--- src/rtl/fp_add_operand_preparer.sv ---
// Operand preparation front stage for the binary32 adder: decodes, orders by magnitude,
// and forms two's-complement significands plus special-case flags over a 2-stage pipe.
module fp_add_operand_preparer (
  input  logic        clk,
  input  logic        rst,
  input  logic        in_valid,
  output logic        in_ready,
  input  logic [31:0] a,
  input  logic [31:0] b,
  output logic        out_valid,
  input  logic        out_ready,
  output logic [25:0] big_mant,
  output logic        big_sig,
  output logic [25:0] small_mant,
  output logic        small_sig,
  output logic [7:0]  shift,
  output logic [7:0]  exp_max,
  output logic        swapped,
  output logic        nan_flag,
  output logic        inf_flag,
  output logic        inf_sign
);

  function automatic logic [7:0] eff_exp(input logic [31:0] x);
    return (x[30:23] == 8'h00) ? 8'h01 : x[30:23];
  endfunction

  function automatic logic [23:0] signif(input logic [31:0] x);
    return {(x[30:23] != 8'h00), x[22:0]};
  endfunction

  function automatic logic [25:0] twos(input logic s, input logic [23:0] m);
    logic [25:0] mag;
    mag = {2'b00, m};
    return s ? (~mag + 26'd1) : mag;
  endfunction

  logic        adv_s;

  logic        s1_valid_q,   s1_valid_d;
  logic        s1_big_s_q,   s1_big_s_d;
  logic [23:0] s1_big_m_q,   s1_big_m_d;
  logic        s1_small_s_q, s1_small_s_d;
  logic [23:0] s1_small_m_q, s1_small_m_d;
  logic [7:0]  s1_shift_q,   s1_shift_d;
  logic [7:0]  s1_exp_q,     s1_exp_d;
  logic        s1_swap_q,    s1_swap_d;
  logic [5:0]  s1_spec_q,    s1_spec_d;   // {a_nan, b_nan, a_inf, b_inf, a_s, b_s}

  logic        out_valid_q,  out_valid_d;
  logic [25:0] big_mant_q,   big_mant_d;
  logic        big_sig_q,    big_sig_d;
  logic [25:0] small_mant_q, small_mant_d;
  logic        small_sig_q,  small_sig_d;
  logic [7:0]  shift_q,      shift_d;
  logic [7:0]  exp_max_q,    exp_max_d;
  logic        swapped_q,    swapped_d;
  logic        nan_q,        nan_d;
  logic        inf_q,        inf_d;
  logic        inf_sign_q,   inf_sign_d;

  assign adv_s    = !(out_valid_q && !out_ready);
  assign in_ready = adv_s;

  // Stage 1: decode, magnitude compare, swap and exponent difference
  always_comb begin
    logic [7:0]  a_ee, b_ee;
    logic [23:0] a_m,  b_m;
    logic        a_big;
    a_ee  = eff_exp(a);
    b_ee  = eff_exp(b);
    a_m   = signif(a);
    b_m   = signif(b);
    a_big = ({a_ee, a_m} >= {b_ee, b_m});

    s1_valid_d   = s1_valid_q;
    s1_big_s_d   = s1_big_s_q;
    s1_big_m_d   = s1_big_m_q;
    s1_small_s_d = s1_small_s_q;
    s1_small_m_d = s1_small_m_q;
    s1_shift_d   = s1_shift_q;
    s1_exp_d     = s1_exp_q;
    s1_swap_d    = s1_swap_q;
    s1_spec_d    = s1_spec_q;

    if (adv_s) begin
      s1_valid_d = in_valid;
      if (in_valid) begin
        if (a_big) begin
          s1_big_s_d   = a[31];
          s1_big_m_d   = a_m;
          s1_small_s_d = b[31];
          s1_small_m_d = b_m;
          s1_shift_d   = a_ee - b_ee;
          s1_exp_d     = a_ee;
          s1_swap_d    = 1'b0;
        end else begin
          s1_big_s_d   = b[31];
          s1_big_m_d   = b_m;
          s1_small_s_d = a[31];
          s1_small_m_d = a_m;
          s1_shift_d   = b_ee - a_ee;
          s1_exp_d     = b_ee;
          s1_swap_d    = 1'b1;
        end
        s1_spec_d = {(a[30:23] == 8'hFF) && (a[22:0] != 23'd0),
                     (b[30:23] == 8'hFF) && (b[22:0] != 23'd0),
                     (a[30:23] == 8'hFF) && (a[22:0] == 23'd0),
                     (b[30:23] == 8'hFF) && (b[22:0] == 23'd0),
                     a[31], b[31]};
      end else begin
        s1_spec_d = s1_spec_q;
      end
    end else begin
      s1_valid_d = s1_valid_q;
    end
  end

  // Stage 2: significand negation and special-case flag resolution
  always_comb begin
    logic a_nan, b_nan, a_inf, b_inf, a_s, b_s, nan_v;
    {a_nan, b_nan, a_inf, b_inf, a_s, b_s} = s1_spec_q;
    nan_v = a_nan || b_nan || (a_inf && b_inf && (a_s != b_s));

    out_valid_d  = out_valid_q;
    big_mant_d   = big_mant_q;
    big_sig_d    = big_sig_q;
    small_mant_d = small_mant_q;
    small_sig_d  = small_sig_q;
    shift_d      = shift_q;
    exp_max_d    = exp_max_q;
    swapped_d    = swapped_q;
    nan_d        = nan_q;
    inf_d        = inf_q;
    inf_sign_d   = inf_sign_q;

    if (adv_s) begin
      out_valid_d = s1_valid_q;
      if (s1_valid_q) begin
        big_mant_d   = twos(s1_big_s_q, s1_big_m_q);
        big_sig_d    = s1_big_s_q;
        small_mant_d = twos(s1_small_s_q, s1_small_m_q);
        small_sig_d  = s1_small_s_q;
        shift_d      = s1_shift_q;
        exp_max_d    = s1_exp_q;
        swapped_d    = s1_swap_q;
        nan_d        = nan_v;
        inf_d        = !nan_v && (a_inf || b_inf);
        // sign only meaningful when the result really is an infinity
        inf_sign_d   = (!nan_v && (a_inf || b_inf)) ? (a_inf ? a_s : b_s) : 1'b0;
      end else begin
        nan_d = nan_q;
      end
    end else begin
      out_valid_d = out_valid_q;
    end
  end

  // Pipeline registers with asynchronous clear
  always_ff @(posedge clk or posedge rst) begin
    if (rst) begin
      s1_valid_q   <= 1'b0;
      s1_big_s_q   <= 1'b0;
      s1_big_m_q   <= 24'd0;
      s1_small_s_q <= 1'b0;
      s1_small_m_q <= 24'd0;
      s1_shift_q   <= 8'd0;
      s1_exp_q     <= 8'd0;
      s1_swap_q    <= 1'b0;
      s1_spec_q    <= 6'd0;
      out_valid_q  <= 1'b0;
      big_mant_q   <= 26'd0;
      big_sig_q    <= 1'b0;
      small_mant_q <= 26'd0;
      small_sig_q  <= 1'b0;
      shift_q      <= 8'd0;
      exp_max_q    <= 8'd0;
      swapped_q    <= 1'b0;
      nan_q        <= 1'b0;
      inf_q        <= 1'b0;
      inf_sign_q   <= 1'b0;
    end else begin
      s1_valid_q   <= s1_valid_d;
      s1_big_s_q   <= s1_big_s_d;
      s1_big_m_q   <= s1_big_m_d;
      s1_small_s_q <= s1_small_s_d;
      s1_small_m_q <= s1_small_m_d;
      s1_shift_q   <= s1_shift_d;
      s1_exp_q     <= s1_exp_d;
      s1_swap_q    <= s1_swap_d;
      s1_spec_q    <= s1_spec_d;
      out_valid_q  <= out_valid_d;
      big_mant_q   <= big_mant_d;
      big_sig_q    <= big_sig_d;
      small_mant_q <= small_mant_d;
      small_sig_q  <= small_sig_d;
      shift_q      <= shift_d;
      exp_max_q    <= exp_max_d;
      swapped_q    <= swapped_d;
      nan_q        <= nan_d;
      inf_q        <= inf_d;
      inf_sign_q   <= inf_sign_d;
    end
  end

  assign out_valid  = out_valid_q;
  assign big_mant   = big_mant_q;
  assign big_sig    = big_sig_q;
  assign small_mant = small_mant_q;
  assign small_sig  = small_sig_q;
  assign shift      = shift_q;
  assign exp_max    = exp_max_q;
  assign swapped    = swapped_q;
  assign nan_flag   = nan_q;
  assign inf_flag   = inf_q;
  assign inf_sign   = inf_sign_q;

endmodule

--- config.mk ---
export PLATFORM = sky130hd
export DESIGN_NAME = fp_add_operand_preparer
export DESIGN_NICKNAME = d
export VERILOG_FILES = /design/src/rtl/fp_add_operand_preparer.sv
export SDC_FILE = /design/constraint.sdc
export NUM_CORES = 1
export LEC_CHECK = 0
export BUFFER_PORTS_ARGS = -buffer_cell sky130_fd_sc_hd__buf_2
export CAP_MARGIN = 20
export CORE_MARGIN = 2
export CORE_UTILIZATION = 57
export CTS_CLUSTER_DIAMETER = 60
export CTS_CLUSTER_SIZE = 40
export DETAILED_ROUTE_END_ITERATION = 6
export PLACE_DENSITY = 0.85
export SYNTH_ARGS = -nofsm -noshare
export SYNTH_HDL_FRONTEND = slang
export SYNTH_SLANG_ARGS = --single-unit
export TNS_END_PERCENT = 100
--- constraint.sdc ---
create_clock -name clk -period 4.38 [get_ports clk]
set_input_delay 0 -clock clk [delete_from_list [all_inputs] [get_ports clk]]
set_output_delay 0 -clock clk [all_outputs]
set_load 0.03 [all_outputs]
==> impl_metrics.py <==
metrics = {
    "hold_path": {
        "hold_class": "primary input to flip-flop",
    },
    "detailed_routing": {
        "vias_per_cell": 5.84,
        "post-route-drc-count": 0,
        "firstDrtPassIters": 5,
        "ant_nets": 0,
        "highest_layer": "met4",
        "wl_met3_um": 1620,
        "post_drt_wl_per_cell_um": 18.0,
        "wl_met2_um": 11400,
        "first_iter_violations": 684,
        "met1_length_um": 9370,
        "routed_wl_um": 23300,
        "via_count": 7586,
    },
    "pwr": {
        "leakage_nw": 5.27,
        "p_int_mw": 3.43,
        "clockPowerShare_pct": 26.6,
        "ir_worst_vdd_mv": 0.298,
        "power_switching_mw": 2.19,
        "p_sw_share_pct": 39.0,
        "power.density_nw_per_um2": 523,
        "pwr-share-seq_pct": 37.8,
        "power_frac_comb_pct": 35.6,
    },
    "worst_setup_path": {
        "reg2reg_to": "big_mant[22]$_DFFE_PP0P_",
        "reg2reg_slack_ns": 1.45,
        "path_depth": 15,
        "r2r_start": "s1_big_m_q[0]$_DFFE_PP0P_",
        "crit_family": "simple AND/OR/NAND/NOR gates",
        "path_cells": "dlygate4sd3_1 > buf_2 > or4_1 > nor2_1 > nor2_1 > ha_1 > nand4_1 > or4_1 > nand2b_1 > o221ai_1 > nor3_2 > buf_12 > mux2i_1 > dlygate4sd3_1 > o21ai_0",
        "cp_slowest_cell": "dlygate4sd3_1",
        "cp-end-kind": "flip-flop",
        "crit_start": "b[24]",
        "required_ns": 4.66,
        "crit_end": "s1_small_m_q[10]$_DFFE_PP0P_",
        "critPathLaunchType": "primary input",
        "crit_type": "primary input to flip-flop",
        "rr_worst_depth": 9,
        "cp_max_fo": 40,
        "arrival_ns": 4.07,
        "worst_path_largest_cell_delay_ns": 0.58,
        "path_buf_inv": 4,
    },
    "global_routing": {
        "antenna_found_initial": 0,
        "grt_pass1_wl_um": 37600,
        "grt_max_degree": 101,
        "track_usage_pct": 29.5,
        "grt_overflow_total": 0,
        "grt_pass1_vias": 7538,
    },
    "logic_synthesis": {
        "async_flop_share_pct": 100,
        "ys_ff_latch": 149,
        "synth_area_leaders": "dfrtp_1, o21ai_0, nand2_1, mux2i_1, ha_1",
        "syn-cell-area_um2": 8530,
        "synth_edf_count": 0,
        "synth_cell_type_count": 54,
        "ys_warn_count": 0,
        "syn_inst": 911,
        "yosysTopAreaCell": "dfrtp_1",
        "ys_seq_area_share_pct": 43.7,
        "synth_top_area_share_pct": 43.7,
        "syn_nets": 1023,
        "synth-main-ff-cell": "dfrtp_1",
        "synth.avg_cell_area_um2": 9.37,
    },
    "sta": {
        "max-slew-margin-rel_pct": 40.2,
        "hold_viol": 0,
        "rsz0062_at_grt": "no",
        "finalClockSkew_ns": 0.00857,
        "drv_slew": 0,
        "fin_crit_sh_pct": 86.5,
        "totalNegativeSetupSlack_ns": 0,
        "tightest_slew_ns": 0.896,
        "setup_viol": 0,
        "period_minus_slack_ns": 3.79,
        "timing.fmax_mhz": 264,
        "hold_ws_ns": 0.0191,
    },
    "die": {
        "core_um2": 14600,
        "row_count": 44,
        "dieHeight_um": 126,
        "start_util_pct": 58.5,
        "chipWidth_um": 126,
        "die_area_um2": 16000,
        "io_pins": 144,
    },
    "cells_and_area": {
        "fin_util_pct": 73.7,
        "register_area_um2": 3730,
        "multiInputGateArea_um2": 4350,
        "stdcell_count": 1298,
        "area_growth_pct": 26.1,
        "num-nets-final": 1213,
        "design_area_um2": 10800,
        "final_common_cell": "nand2_1",
        "layout_common_cells": "nand2_1, dfrtp_1, buf_2",
        "antenna_cells": 0,
        "fillers": 984,
        "drive_gt1_share_pct": 19.2,
    },
    "flow_run": {
        "maxCapViolCount": 0,
    },
    "clock_network": {
        "cts_sinks": 149,
        "cts_inserted_buffers": 17,
        "cts_tree": "yes",
        "htree_levels": 4,
        "cts_root_buf": "clkbuf_16",
        "clk_latency_ns": 0.43,
        "cts_max_path_buffers": 2,
        "path_clk_slew_ns": 0.06,
    },
    "placed_design": {
        "place_inst": 1181,
        "hpwl_um": 15400,
        "placed_cell_area_um2": 9300,
        "portBuffers": 143,
        "gp_congestion": 0.886,
    },
    "run_status": {
        "status": "complete, no violations",
    },
}
-- sequential cells by signal, indices dropped and copies added (netlist names), 6 cells and up --
| signal | cells |
|---|---|
| big_mant | 26 |
| small_mant | 26 |
| s1_big_m_q | 24 |
| s1_small_m_q | 24 |
| exp_max | 8 |
| s1_exp_q | 8 |
| s1_shift_q | 8 |
| shift | 8 |
| s1_spec_q | 6 |
-- final cells by class --
class	count	area share, %
clock buffer	26	4.83
clock inverter	6	0.826
inverter	56	2.00
multi-input combinational	644	40.4
sequential	149	34.7
tap	184	2.14
timing repair buffer	233	15.1
-- cells by family after synthesis --
family / Yosys count / share of synthesized area (%)
mux: 73 / 8.83
xor+xnor: 54 / 5.54
simple gates: 266 / 15.1
flops: 149 / 43.7
fa+ha+maj: 44 / 6.63
buf+inv: 118 / 5.56
compound gates: 207 / 14.6
-- worst reg2reg max path, delay by kind of cell (launching register included) --
| family | cells | cell delay [ns] |
|---|---|---|
| simple gates | 4 | 1.54 |
| flops | 1 | 0.39 |
| compound gates | 2 | 0.31 |
| fa+ha+maj | 1 | 0.21 |
| xor+xnor | 1 | 0.18 |
| buf+inv | 1 | 0.16 |
-- cell usage after synthesis (3+ instances only) --
cell type,instances
a2111oi_0,3
a211oi_1,3
a21o_1,8
a21oi_1,19
buf_1,4
buf_2,7
clkbuf_1,47
dfrtp_1,149
ha_1,42
inv_1,56
mux2_2,18
mux2i_1,55
nand2_1,155
nand2b_1,5
nand3_1,14
nand4_1,14
nor2_1,14
nor2b_1,3
nor3_1,17
nor4_1,13
o21ai_0,129
o221ai_1,7
o311ai_1,4
o31ai_1,15
o41ai_1,3
or3_1,5
or4_1,9
or4_4,4
xnor2_1,9
xor2_1,45
-- power groups by stage --
stage	clock, mW	sequential, mW	combinational (mW)
floorplan	0	2.62	0.811
global placement	0	2.11	1.85
detailed placement	0	2.13	1.89
CTS	1.51	2.11	1.98
global route	1.57	2.17	2.17
finish	1.50	2.13	2.00
-- worst min-delay path by stage --
stage	from	end	cells after the start
finish	a[20]	s1_big_m_q[20]$_DFFE_PP0P_	3
global route	a[20]	s1_big_m_q[20]$_DFFE_PP0P_	3
CTS	a[20]	s1_big_m_q[20]$_DFFE_PP0P_	3
detailed placement	a[31]	s1_spec_q[1]$_DFFE_PP0P_	3
global placement	a[31]	s1_spec_q[1]$_DFFE_PP0P_	3
floorplan	a[31]	s1_spec_q[1]$_DFFE_PP0P_	2
-- per-layer routing --
metal	vias up	GRT usage [%]
met4	0	13.3
met2	348	50.1
met1	3592	36.0
met5	-	0
met3	84	6.79
li1	3562	-
-- metrics by stage --
step | power [mW] | setup slack (ns)
finish | 5.62 | 0.589
global route | 5.92 | 0.325
CTS | 5.60 | 0.356
detailed placement | 4.02 | 0.953
global placement | 3.96 | 1.10
floorplan | 3.43 | 0.372
-- timing repair --
action	in CTS	in global routing
endpoints found under the setup margin	0	20
endpoints found under the hold margin	156	0
setup buffers	0	1
gates resized for setup	0	0
hold buffers	84	0
No activity file was read; power rests on OpenSTA's default activity.
